File: src/rtl/ones_stat.sv
// ones_stat: accumulates FRAME_LEN popcounts into sum/min/max and offers each frame through a held valid/ready register, with drop and range-error flags.
module ones_stat #(
  parameter int WIDTH     = 32,
  parameter int FRAME_LEN = 16,
  parameter int CNT_W     = $clog2(WIDTH) + 2,
  parameter int SUM_W     = $clog2(FRAME_LEN * WIDTH + 1)
) (
  input  logic             clk_i,
  input  logic             arst_n_i,
  input  logic             data_val_i,
  input  logic [CNT_W-1:0] data_i,
  input  logic             clr_i,
  input  logic             frame_rdy_i,
  output logic             frame_val_o,
  output logic [SUM_W-1:0] sum_o,
  output logic [CNT_W-1:0] min_o,
  output logic [CNT_W-1:0] max_o,
  output logic             drop_o,
  output logic             ovf_o,
  output logic             range_err_o
);
  localparam int IDX_W = FRAME_LEN > 1 ? $clog2(FRAME_LEN) : 1;
  typedef enum logic {EMPTY, FULL} state_t;
  state_t state_q, state_d;
  logic [IDX_W-1:0] idx_q, idx_d;
  logic [SUM_W-1:0] acc_sum_q, acc_sum_d, sum_q, sum_d, new_sum;
  logic [CNT_W-1:0] acc_min_q, acc_min_d, acc_max_q, acc_max_d, min_q, min_d, max_q, max_d;
  logic [CNT_W-1:0] sat, new_min, new_max;
  logic drop_q, drop_d, ovf_q, ovf_d, range_err_q, range_err_d;
  logic acc, first, last, load, drop, too_big;
  always_comb begin
    too_big     = data_i > CNT_W'(WIDTH);
    sat         = too_big ? CNT_W'(WIDTH) : data_i;
    acc         = data_val_i & ~clr_i;
    first       = idx_q == '0;
    last        = acc & (idx_q == IDX_W'(FRAME_LEN - 1));
    new_sum     = first ? SUM_W'(sat) : acc_sum_q + SUM_W'(sat);
    new_min     = (first || sat < acc_min_q) ? sat : acc_min_q;
    new_max     = (first || sat > acc_max_q) ? sat : acc_max_q;
    load        = last & (state_q == EMPTY | frame_rdy_i);
    drop        = last & state_q == FULL & ~frame_rdy_i;
    idx_d       = (clr_i | last) ? '0 : acc ? idx_q + 1'b1 : idx_q;
    acc_sum_d   = acc ? new_sum : acc_sum_q;
    acc_min_d   = acc ? new_min : acc_min_q;
    acc_max_d   = acc ? new_max : acc_max_q;
    sum_d       = load ? new_sum : sum_q;
    min_d       = load ? new_min : min_q;
    max_d       = load ? new_max : max_q;
    state_d     = (load | (state_q == FULL & ~frame_rdy_i)) ? FULL : EMPTY;
    drop_d      = drop;
    ovf_d       = ovf_q | drop;
    range_err_d = range_err_q | (acc & too_big);
  end
  always_ff @(posedge clk_i or negedge arst_n_i) begin
    if (!arst_n_i) begin
      state_q     <= EMPTY;
      idx_q       <= '0;
      acc_sum_q   <= '0;
      acc_min_q   <= '0;
      acc_max_q   <= '0;
      sum_q       <= '0;
      min_q       <= '0;
      max_q       <= '0;
      drop_q      <= 1'b0;
      ovf_q       <= 1'b0;
      range_err_q <= 1'b0;
    end else begin
      state_q     <= state_d;
      idx_q       <= idx_d;
      acc_sum_q   <= acc_sum_d;
      acc_min_q   <= acc_min_d;
      acc_max_q   <= acc_max_d;
      sum_q       <= sum_d;
      min_q       <= min_d;
      max_q       <= max_d;
      drop_q      <= drop_d;
      ovf_q       <= ovf_d;
      range_err_q <= range_err_d;
    end
  end
  assign frame_val_o = state_q == FULL;
  assign sum_o       = sum_q;
  assign min_o       = min_q;
  assign max_o       = max_q;
  assign drop_o      = drop_q;
  assign ovf_o       = ovf_q;
  assign range_err_o = range_err_q;
endmodule

File: config.mk
export PLATFORM = sky130hd
export DESIGN_NAME = ones_stat
export DESIGN_NICKNAME = d
export VERILOG_FILES = /design/src/rtl/ones_stat.sv
export SDC_FILE = /design/constraint.sdc
export NUM_CORES = 1
export LEC_CHECK = 0
export CORE_MARGIN = 5
export CORE_UTILIZATION = 53
export DETAILED_ROUTE_END_ITERATION = 8
export GPL_TIMING_DRIVEN = 0
export HOLD_SLACK_MARGIN = 0.1
export PLACE_DENSITY = 0.88
export SYNTH_ARGS = -nofsm -noshare
export SYNTH_HDL_FRONTEND = slang
export SYNTH_SLANG_ARGS = --single-unit
File: constraint.sdc
create_clock -name clk_i -period 3 [get_ports clk_i]
set_input_delay 0.75 -clock clk_i [delete_from_list [all_inputs] [get_ports clk_i]]
set_output_delay 0.75 -clock clk_i [all_outputs]
set_load 0.05 [all_outputs]
# Word level (Yosys, flattened, before mapping)
# Cells that the tools add are included.
# op_classes
n_addsub	2
n_lt_le_gt_ge	3
n_eq_ne	1
muxes	7
n_bitwise	15
n_reduce_logical	4
# ops
op	count
$mux W7	3
$add A10 B7 Y10	1
$mux W10	1
$mux W4	2
$and A1 B1 Y1	7
$gt A7 B6 Y1 const B	1
$gt A7 B7 Y1	1
$lt A7 B7 Y1	1
$or A1 B1 Y1	5
$add A4 B1 Y4 const B	1
$eq A4 B4 Y1 const B	1
$logic_not A4 Y1	1
$not A1 Y1	3
$logic_or A1 B1 Y1	2
$reduce_bool A2 Y1	1
$mux W1	1
# totals
reg_bits	56
out_inout_bits	28
word_cells	43

# Depth between registers and ports, before layout
# Gate-level depths: netlist of the first run.
# depth
ltp_word	6
mapped_depth	11
depth_no_buf	10

# Worst setup path after synthesis of the first run
# No wires, ideal clock.
# synth_timing
kind	in2reg
start	input data_i[6]
end	register acc_min_q[0]
arrival_time_ns	3.006
required_ns	2.875
setup_slack_ns	-0.131
stages	10
cell_sequence	nor2_2 clkbuf_1 and2_1 clkbuf_1 ha_1 a21o_1 a211oi_4 o21ai_4 a21oi_4 mux2_4
# synth_via
elab_chain_cells	5
# synth_lines
item	line	text
start: declaration	11	input logic [CNT_W-1:0] data_i,
$gt A7 B6 Y1	32	too_big = data_i > CNT_W'(WIDTH);
$mux W7 (*)	33	sat = too_big ? CNT_W'(WIDTH) : data_i;
$lt A7 B7 Y1	38	new_min = (first || sat < acc_min_q) ? sat : acc_min_q;
$logic_or A1 B1 Y1	38	
$mux W7 (*)	38	
end signal: assignment	71	acc_min_q <= acc_min_d;
end: declaration	27	logic [CNT_W-1:0] acc_min_q, acc_min_d, acc_max_q, acc_max_d, min_q, min_d, max_q, max_d;
# Mark *: on every way between the ends. The rest lies on a longest branch, timed or not.
# A chain may end at the register's enable or synchronous reset.

# Final worst setup path of the first run
# layout_timing
start	input data_i[1]
end	register acc_max_q[2]
# layout_via
elab_chain_cells	5
# layout_lines
item	line	text
$gt A7 B6 Y1	32	
$mux W7 (*)	33	
$gt A7 B7 Y1	39	new_max = (first || sat > acc_max_q) ? sat : acc_max_q;
$logic_or A1 B1 Y1	39	
$mux W7 (*)	39	
end signal: assignment	72	acc_max_q <= acc_max_d;
end: declaration	27	
# Marks and branches as above.

==> metrics.log, run 1 <==
INFO  metric post_synthesis_share_of_cell_area_spent_on_and_or_nand_and_nor_gates = 16.45%
INFO  metric synth-compound-area-share = 19.91%
INFO  metric clock_tree.root_cell = clkbuf_8
INFO  metric power.density = 446.4 mW/mm^2
INFO  metric final_area = 0.004054 sq mm
INFO  metric crit_path_buffers_inverters = 4
INFO  metric crit_path_max_fanout = 7
INFO  metric use_met1 = 27.98%
INFO  metric grt_first_pass_wirelength = 14060 microns
INFO  metric required_time_worst_endpoint = 3.22 ns
INFO  metric cp_peak_stage_delay = 0.53 ns
INFO  metric reg2reg_slack = 0.81 ns
INFO  metric final.min_clock_period = 2.834 ns
INFO  metric antenna_found_initial = 0
INFO  metric worstMarginPinSlew = 0.6792 ns
INFO  metric largest_family_of_logic_cells_by_synthesized_area = compound AO/OA/AOI/OAI gates
INFO  metric groute.layer.met2.usage = 40.07%
INFO  metric number_of_filler_cells_placed_in_the_layout = 441
INFO  metric post_synth_xor_area_fraction = 1.091%
INFO  metric worstPathArrival = 3.05 ns
INFO  metric synth_area_leader_cell = dfrtp_1
INFO  metric critical_path.reg2reg.startpoint = acc_max_q[1]
INFO  metric finalCoreUtilization = 68.47%
INFO  metric syn-mean-instance-area = 9.584 sq um
INFO  metric cts.reportedPaths.clkPinSlew = 0.11 ns
INFO  metric clock_tree.htree_level_count = 2
INFO  metric effective_utilization_at_floorplan = 54.23%
INFO  metric worst-setup-path-type = input port to register
INFO  metric worstSetupStartpointType = input port
INFO  metric first_global_vias = 2956
INFO  metric port_buffers = 39
INFO  metric yosysWarnings = 0
INFO  metric clock_skews = 0.01811 ns
INFO  metric grt_remaining_overflow = 0
INFO  metric row_count = 28
INFO  metric synth.ff_latch_count = 56
INFO  metric cts_tree = yes
INFO  metric drc = 0
INFO  metric synthArstFlopShare = 100.0%
INFO  metric cts_made_buffers = 5
INFO  metric gp_congestion = 0.9309
INFO  metric worstReg2RegEnd = acc_max_q[2]
INFO  metric finalNetCount = 431
INFO  metric maxSlewViolCount = 0
INFO  metric grt.total_usage = 23.29%
INFO  metric reg2regPathDepth = 9
INFO  metric crit_path_top_delay_cell = clkdlybuf4s50_1
INFO  metric gr-max-usage-layer = met2
INFO  metric chipWidth = 87.83 microns
INFO  metric crit_path_cell_trace = clkdlybuf4s50_1, nand2_4, inv_4, ha_1, nor2b_1, o211ai_1, buf_4, a21oi_4, o31ai_4, buf_6, mux2_2
INFO  metric ant_nets = 0
INFO  metric run_status = finished clean
INFO  metric yosys.area.top_type_share = 43.65%
INFO  metric grt_use_met3 = 6.021%
INFO  metric coreArea = 0.005921 sq mm
INFO  metric max_cap_viol_count = 0
INFO  metric via_density_per_instance = 6.068
INFO  metric ys_top_cells_by_area = dfrtp_1 44%, ha_1 8.6%, o21ai_0 5.1%
INFO  metric timing.final.hold_violations = 0
INFO  metric drt_iter0_markers = 225
INFO  metric muxShareOfSynthArea = 5.183%
INFO  metric num_vias = 2864
INFO  metric first_pass_iters = 7
INFO  metric count_of_antenna_diodes_in_the_layout = 0
INFO  metric syn_to_final_growth = 26.27%
INFO  metric synth-edff-count = 0
INFO  metric path_delay_family = buffers and inverters
INFO  metric dp.final_hpwl = 5563 microns
INFO  metric syn_area = 0.003211 sq mm
INFO  metric ir_drop = 0.0003264 V
INFO  metric clock_sinks = 56
INFO  metric placedInstanceArea = 0.003720 sq mm
INFO  metric avgRoutedWirePerCell = 17.88 microns
INFO  metric max_freq = 352.9 MHz
INFO  metric rsz0062_at_grt = no
INFO  metric dominant_register_cell_in_the_synthesized_netlist = dfrtp_1
INFO  metric post_synth_fa_ha_maj_area_fraction = 9.197%
INFO  metric synth_cells = 335
INFO  metric report.final.setup_viol = 0
INFO  metric critPathCaptureType = register
INFO  metric largest_net_degree_at_the_start_of_global_routing = 35
INFO  metric post-route-period-util = 94.46%
INFO  metric synth_seq_area_share = 43.65%
INFO  metric yosys.cell_types.count = 51
INFO  metric clock_path_buffers = 2
INFO  metric crit_path_start = data_i[1]
INFO  metric fp.dieArea = 0.007714 sq mm
INFO  metric drive_gt1_share = 16.12%
INFO  metric power.leakage = 1.813 nW
INFO  metric worst_skew_pair.late_latency = 0.32 ns
INFO  metric design.portCount = 40
INFO  metric timing.slew.headroom = 54.55%
INFO  metric critical_path.endpoint = acc_max_q[2]
INFO  metric critical_path_cell_count = 11
INFO  metric hold_class = input port to asynchronous set/reset pin
INFO  metric setup_tns = 0 ns
INFO  metric chipHeight = 87.83 microns
INFO  metric total_length_of_routed_wires = 8437 microns
==> worst min path at each step <==
stage                    to      from  depth (start not counted)  slack [ns]
6_report           min_o[1]  arst_n_i                          1        0.39
5_1_grt            max_o[1]  arst_n_i                          1        0.43
4_1_cts            min_o[1]  arst_n_i                          1        0.41
3_5_place_dp          ovf_o     ovf_o                          1        0.45
3_3_place_gp          ovf_o     ovf_o                          1        0.45
2_1_floorplan  acc_max_q[0]  arst_n_i                          0        0.45
==> cell usage after synthesis, drive strengths merged, types with 2 or more instances <==
library cell  instances
a211oi                6
a21o                  6
a21oi                15
a31oi                 9
and2                  4
and3                  2
buf                   3
clkbuf               12
dfrtp                56
ha                   22
inv                  21
mux2                  9
mux2i                 5
nand2                31
nand2b                4
nand3                15
nand4                 7
nor2                 27
nor2b                 6
nor3                  4
o211ai                4
o21a                  3
o21ai                34
o21bai                2
o22ai                 3
o311ai                2
o31ai                 3
or2                   2
or3                   2
or4                   2
xnor2                 3
==> registers in the layout, indices dropped and copies added (netlist names) <==
register and cells:
frame_val_o 1, range_err_o 1, acc_max_q 7, idx_q 4, acc_sum_q 10, max_o 7, min_o 7, ovf_o 1
sum_o 10, drop_o 1, acc_min_q 7
==> cell type report <==
class	count	area, sq um	share of cell area, %
inverter	21	83.83	2.068
tap	75	93.84	2.315
clock inverter	2	38.79	0.9568
sequential	56	1401	34.57
timing repair buffer	54	530.5	13.09
multi-input combinational	245	1749	43.15
buffer	13	73.82	1.821
clock buffer	6	82.58	2.037
==> timing repair <==
action,CTS,global route
resized for setup,18,10
pin swaps,8,3
setup endpoints to repair,40,29
setup buffers,11,3
hold buffers,0,0
==> cells in the final DEF (no fill, tap or decap), types with 9 or more instances in the layout <==
cell and count:
a21oi_1 11, a31oi_1 9, buf_4 10, clkdlybuf4s50_1 36
dfrtp_1 56, ha_1 20, inv_1 19, nand2_1 29
nand3_1 15, nor2_1 24, o21ai_0 32
==> per-stage QoR <==
stage          hold WS (ns)  total power [W]  cells  setup WS, ns
2_1_floorplan        0.4544         0.001107    337       0.01060
3_3_place_gp         0.4489         0.001193    451       -0.8323
3_5_place_dp         0.4529         0.001213    452       -0.9434
4_1_cts              0.4087         0.001774    469      0.003321
5_1_grt              0.4304         0.001900    472       0.05258
6_report             0.3927         0.001810    472        0.1662
==> power breakdown <==
part	leakage [nW]	internal [W]	switching [W]
clock network	0.0614	0.000274	0.000259
registers	0.757	0.000792	0.0000299
logic	0.995	0.000190	0.000265
total	1.81	0.00126	0.000554
==> layer usage <==
metal	share of wire (%)	routed length, microns
met5	0	0
met3	7.0	587
met2	50	4234
met4	3.7	312
met1	39	3302
==> logic make-up (layout without fill, tap and decap cells) <==
family,after synthesis,count (layout)
AND/OR/NAND/NOR,108,108
AO/OA/AOI/OAI,93,93
flip-flops,56,56
buffers and inverters,36,96
adder cells (fa/ha/maj),23,23
multiplexers,14,14
XOR/XNOR,4,4
other,1,3
Note: power is estimated with default switching activity, not from simulation.
==> run 2: changes to the inputs <==
--- a/config.mk
+++ b/config.mk
@@ -5,6 +5,7 @@
 export SDC_FILE = /design/constraint.sdc
 export NUM_CORES = 1
 export LEC_CHECK = 0
+export CAP_MARGIN = 20
 export CORE_MARGIN = 5
 export CORE_UTILIZATION = 53
 export DETAILED_ROUTE_END_ITERATION = 8
==> run 2 against run 1 <==
Critical path type unchanged. Largest cell class unchanged. Cell count did not move. First-iteration DRC count did not move. Clock skew did not move. Global-route usage did not move.
==> metrics.log, run 2 (synthesized netlist as in run 1, its figures left out) <==
INFO  metric cts_tree = yes
INFO  metric worstPathArrival = 3.05 ns
INFO  metric chipWidth = 87.83 microns
INFO  metric hold-worst-slack = 0.3927 ns
INFO  metric ir_drop = 0.0003264 V
INFO  metric grt_first_pass_wirelength = 14060 microns
INFO  metric critPathCaptureType = register
INFO  metric timing.final.hold_violations = 0
INFO  metric required_time_worst_endpoint = 3.22 ns
INFO  metric timing.slew.headroom = 54.55%
INFO  metric coreArea = 0.005921 sq mm
INFO  metric worstSetupStartpointType = input port
INFO  metric first_global_vias = 2956
INFO  metric cts.reportedPaths.clkPinSlew = 0.11 ns
INFO  metric clock_skews = 0.01811 ns
INFO  metric design.portCount = 40
INFO  metric report.final.setup_viol = 0
INFO  metric worst_skew_pair.late_latency = 0.32 ns
INFO  metric count_of_antenna_diodes_in_the_layout = 0
INFO  metric row_count = 28
INFO  metric maxSlewViolCount = 0
INFO  metric clock_path_buffers = 2
INFO  metric most-common-layout-cells = 56 x dfrtp_1, 36 x clkdlybuf4s50_1, 32 x o21ai_0
INFO  metric chipHeight = 87.83 microns
INFO  metric power.density = 446.4 mW/mm^2
INFO  metric syn_to_final_growth = 26.27%
INFO  metric port_buffers = 39
INFO  metric clock_tree.htree_level_count = 2
INFO  metric max_freq = 352.9 MHz
INFO  metric largest_net_degree_at_the_start_of_global_routing = 35
INFO  metric total_length_of_routed_wires = 8437 microns
INFO  metric fp.dieArea = 0.007714 sq mm
INFO  metric grt.total_usage = 23.29%
INFO  metric first_pass_iters = 7
INFO  metric num_vias = 2864
INFO  metric finalNetCount = 431
INFO  metric drc = 0
INFO  metric grt_remaining_overflow = 0
INFO  metric clock_sinks = 56
INFO  metric hold_class = input port to asynchronous set/reset pin
INFO  metric gp_congestion = 0.9309
INFO  metric dp.final_hpwl = 5563 microns
INFO  metric antenna_found_initial = 0
INFO  metric setup_tns = 0 ns
INFO  metric run_status = finished clean
INFO  metric avgRoutedWirePerCell = 17.88 microns
INFO  metric final_area = 0.004054 sq mm
INFO  metric crit_path_max_fanout = 7
INFO  metric placedInstanceArea = 0.003720 sq mm
INFO  metric post-route-period-util = 94.46%
INFO  metric via_density_per_instance = 6.068
INFO  metric max_cap_viol_count = 0
INFO  metric rsz0062_at_grt = no
INFO  metric drt_iter0_markers = 225
INFO  metric layout.cells.most_common = dfrtp_1
INFO  metric cts_made_buffers = 5
INFO  metric final.min_clock_period = 2.834 ns
INFO  metric ant_nets = 0
INFO  metric effective_utilization_at_floorplan = 54.23%
INFO  metric power.leakage = 1.813 nW
INFO  metric worst-setup-path-type = input port to register
INFO  metric worstMarginPinSlew = 0.6792 ns
INFO  metric clock_tree.root_cell = clkbuf_8
INFO  metric drive_gt1_share = 16.12%
[run 2: path summary, 6_finish.rpt]
path                              startpoint            to  slack [ns]  cells past startpoint
worst max-delay path               data_i[1]  acc_max_q[2]        0.17                     11
worst min-delay path                arst_n_i      min_o[1]        0.39                      1
worst max register to register  acc_max_q[1]  acc_max_q[2]        0.81                      9
worst min register to register         ovf_o         ovf_o        0.47                      1
max in group asynchronous           arst_n_i  acc_min_q[5]        2.03                      2
min in group clk_i                     ovf_o         ovf_o        0.47                      1
[run 2: per-layer routing]
metal  up-vias  GRT usage [%]  part of all wire, %
met5         -              0                    0
met4         0          8.787                  3.7
met3        44          6.021                  7.0
met2       136          40.07                   50
met1      1377          27.98                   39
li1       1307              -                    -
[run 2: where the power goes]
part           switching [W]  internal (W)
Sequential         0.0000299      0.000792
Combinational       0.000265      0.000190
Clock               0.000259      0.000274
Total               0.000554       0.00126
[run 2: critical path: stages]
cell,delay [ns]
clkdlybuf4s50_1,0.53
nand2_4,0.09
inv_4,0.08
ha_1,0.24
nor2b_1,0.14
o211ai_1,0.20
buf_4,0.17
a21oi_4,0.09
o31ai_4,0.27
buf_6,0.16
mux2_2,0.33
[run 2: layout make-up]
type / instances / area, sq um
buffer: 13 / 73.82
timing repair buffer: 54 / 530.5
inverter: 21 / 83.83
clock inverter: 2 / 38.79
fill: 441 / 1867
clock buffer: 6 / 82.58
multi-input combinational: 245 / 1749
sequential: 56 / 1401
tap: 75 / 93.84
[run 2: through the flow]
stage | util, % | worst slack [ns] | power (W) | cells
2_1_floorplan | - | 0.01060 | 0.001107 | 337
3_3_place_gp | 62.57 | -0.8323 | 0.001193 | 451
3_5_place_dp | 62.83 | -0.9434 | 0.001213 | 452
4_1_cts | 67.27 | 0.003321 | 0.001774 | 469
5_1_grt | 68.47 | 0.05258 | 0.001900 | 472
6_report | 68.47 | 0.1662 | 0.001810 | 472
[run 2: what timing repair did]
item | CTS | global route
setup endpoints to repair | 40 | 29
endpoints found under the hold margin | 0 | 0
gates cloned | 0 | 0
hold buffers | 0 | 0
buffers inserted | 11 | 3
pin swaps | 8 | 3
resized for setup | 18 | 10
==> run 3: changes to the inputs <==
--- a/config.mk
+++ b/config.mk
@@ -12,6 +12,7 @@
 export GPL_TIMING_DRIVEN = 0
 export HOLD_SLACK_MARGIN = 0.1
 export PLACE_DENSITY = 0.88
+export SETUP_SLACK_MARGIN = 0.2
 export SYNTH_ARGS = -nofsm -noshare
 export SYNTH_HDL_FRONTEND = slang
 export SYNTH_SLANG_ARGS = --single-unit
==> run 3 against run 2 <==
Register-to-register slack better by 0.05 ns. Core utilization up 2.3 points. Flip-flop and latch count did not move. Cell area grew 3.4%. Critical path depth is 1 lower. Maximum frequency up 2.0%. Combinational power grew 9.9%. Sequential share of layout area decreased by 1.1 points. Clock skew fell by 0.0085 ns. Setup slack better by 0.055 ns. Sequential power about the same. Global-route usage grew 0.71 points. Critical endpoint is now acc_max_q[4].
==> metrics.log, run 3 (synthesized netlist as in run 1, its figures left out) <==
INFO  metric run_status = finished clean
INFO  metric avgRoutedWirePerCell = 18.60 microns
INFO  metric required_time_worst_endpoint = 3.21 ns
INFO  metric chipWidth = 87.83 microns
INFO  metric critical_path.reg2reg.startpoint = idx_q[0]
INFO  metric total_length_of_routed_wires = 8949 microns
INFO  metric grt_remaining_overflow = 0
INFO  metric row_count = 28
INFO  metric clock_skews = 0.009632 ns
INFO  metric clock_tree.root_cell = clkbuf_8
INFO  metric min_to = sum_o[4]
INFO  metric worstReg2RegEnd = acc_sum_q[5]
INFO  metric timing.slew.headroom = 45.47%
INFO  metric worstMarginPinSlew = 0.8180 ns
INFO  metric reg2regPathDepth = 7
INFO  metric rsz0062_at_grt = no
INFO  metric crit_path_buffers_inverters = 3
INFO  metric clock_tree.htree_level_count = 2
INFO  metric cp_peak_stage_delay = 0.43 ns
INFO  metric clock_sinks = 56
INFO  metric most-common-layout-cells = 56 x dfrtp_1, 34 x clkdlybuf4s50_1, 30 x o21ai_0
INFO  metric largest_net_degree_at_the_start_of_global_routing = 36
INFO  metric final.min_clock_period = 2.779 ns
INFO  metric via_density_per_instance = 6.162
INFO  metric crit_path_cell_trace = clkdlybuf4s50_1, and2_1, buf_6, ha_4, nand4_1, nor2_2, nor2_4, o31ai_4, buf_4, mux2_2
INFO  metric setup_tns = 0 ns
INFO  metric cts_made_buffers = 5
INFO  metric num_vias = 2964
INFO  metric chipHeight = 87.83 microns
INFO  metric grt.total_usage = 24.00%
INFO  metric timing.hold.worst.start = sum_o[4]
INFO  metric worst_skew_pair.late_latency = 0.32 ns
INFO  metric post_layout_nonfiller_instances = 481
INFO  metric post-route-period-util = 92.63%
INFO  metric design.portCount = 40
INFO  metric drt_iter0_markers = 213
INFO  metric drive_gt1_share = 21.18%
INFO  metric worst-setup-path-type = input port to register
INFO  metric critPathCaptureType = register
INFO  metric worstPathArrival = 2.99 ns
INFO  metric layout.cells.most_common = dfrtp_1
INFO  metric syn_to_final_growth = 30.55%
INFO  metric dp.cells = 452
INFO  metric drc = 0
INFO  metric gp_congestion = 0.9150
INFO  metric finalCoreUtilization = 70.79%
INFO  metric power.leakage = 1.852 nW
INFO  metric ant_nets = 0
INFO  metric crit_path_max_fanout = 8
INFO  metric path_delay_family = buffers and inverters
INFO  metric worstSetupStartpointType = input port
INFO  metric first_pass_iters = 5
INFO  metric maxSlewViolCount = 0
INFO  metric antenna_found_initial = 0
INFO  metric hold_depth = 2
INFO  metric effective_utilization_at_floorplan = 54.23%
INFO  metric coreArea = 0.005921 sq mm
INFO  metric max_cap_viol_count = 0
INFO  metric clock_path_buffers = 2
INFO  metric report.final.setup_viol = 0
INFO  metric cts.reportedPaths.clkPinSlew = 0.10 ns
INFO  metric ir_drop = 0.0001972 V
INFO  metric reg2reg_slack = 0.86 ns
INFO  metric port_buffers = 39
INFO  metric holdBufCountCts = 0
INFO  metric cts_tree = yes
INFO  metric count_of_antenna_diodes_in_the_layout = 0
INFO  metric finalNetCount = 440
INFO  metric grt_first_pass_wirelength = 14190 microns
INFO  metric max_freq = 359.9 MHz
INFO  metric dp.final_hpwl = 5846 microns
INFO  metric hold_class = register to register
INFO  metric crit_path_top_delay_cell = clkdlybuf4s50_1
INFO  metric fp.dieArea = 0.007714 sq mm
INFO  metric power.density = 422.2 mW/mm^2
INFO  metric first_global_vias = 2940
INFO  metric timing.final.hold_violations = 0
run 3: changes by cell type in the layout (fill, tap and decap cells not counted), sizes merged:
cell           change
clkbuf             +2
clkinvlp           +1
clkdlybuf4s50      -2
buf               +10
bufinv             -1
clkinv             -1
run 3: stage by stage:
stage          hold slack (ns)  setup WS, ns  area (sq um)  power, W
4_1_cts                 0.4888        0.1798          4011  0.001704
3_3_place_gp            0.4587       -0.6547          3750  0.001201
5_1_grt                 0.5035        0.1548          4192  0.001839
2_1_floorplan           0.4544        0.2072          3266  0.001114
3_5_place_dp            0.4541       -0.7771          3772  0.001229
6_report                0.4848        0.2212          4192  0.001770
run 3: metal layers:
| metal | up-vias | wire, microns | track usage, % |
|---|---|---|---|
| met5 | - | 0 | 0 |
| met4 | 0 | 243 | 10.18 |
| met3 | 25 | 560 | 4.798 |
| met2 | 161 | 4652 | 42.19 |
| met1 | 1448 | 3492 | 28.48 |
| li1 | 1330 | - | - |
run 3: area by class of cell:
type | instances | area (sq um)
fill | 417 | 1729
clock inverter | 1 | 7.507
sequential | 56 | 1401
tap | 75 | 93.84
clock buffer | 7 | 86.33
buffer | 15 | 93.84
timing repair buffer | 61 | 585.6
inverter | 21 | 83.83
multi-input combinational | 245 | 1839
run 3: worst max path at each step:
stage	startpoint	endpoint	slack [ns]	cells past startpoint
final	data_i[3]	acc_max_q[4]	0.22	10
after CTS	data_i[6]	sum_o[7]	0.18	13
after global routing	data_i[3]	acc_max_q[4]	0.15	10
after floorplan	data_i[5]	acc_max_q[0]	0.21	10
after detailed placement	data_i[5]	sum_o[8]	-0.78	11
after global placement	data_i[5]	acc_max_q[3]	-0.65	10
run 3: report_power, final:
part           internal, W  switching, W
Sequential        0.000792     0.0000323
Combinational     0.000209      0.000291
Clock             0.000188      0.000257
Total              0.00119      0.000580
run 3: worst min-delay path: stages, from the launching register on:
cell and delay (ns):
dfrtp_1 0.36, nand2_1 0.04, o21ai_0 0.06
run 3: timing repair:
item | 4_1_cts | 5_1_grt
pin swaps | 9 | 17
gates cloned | 0 | 0
gates resized for setup | 16 | 31
buffers inserted | 12 | 9
endpoints found under the setup margin | 44 | 27
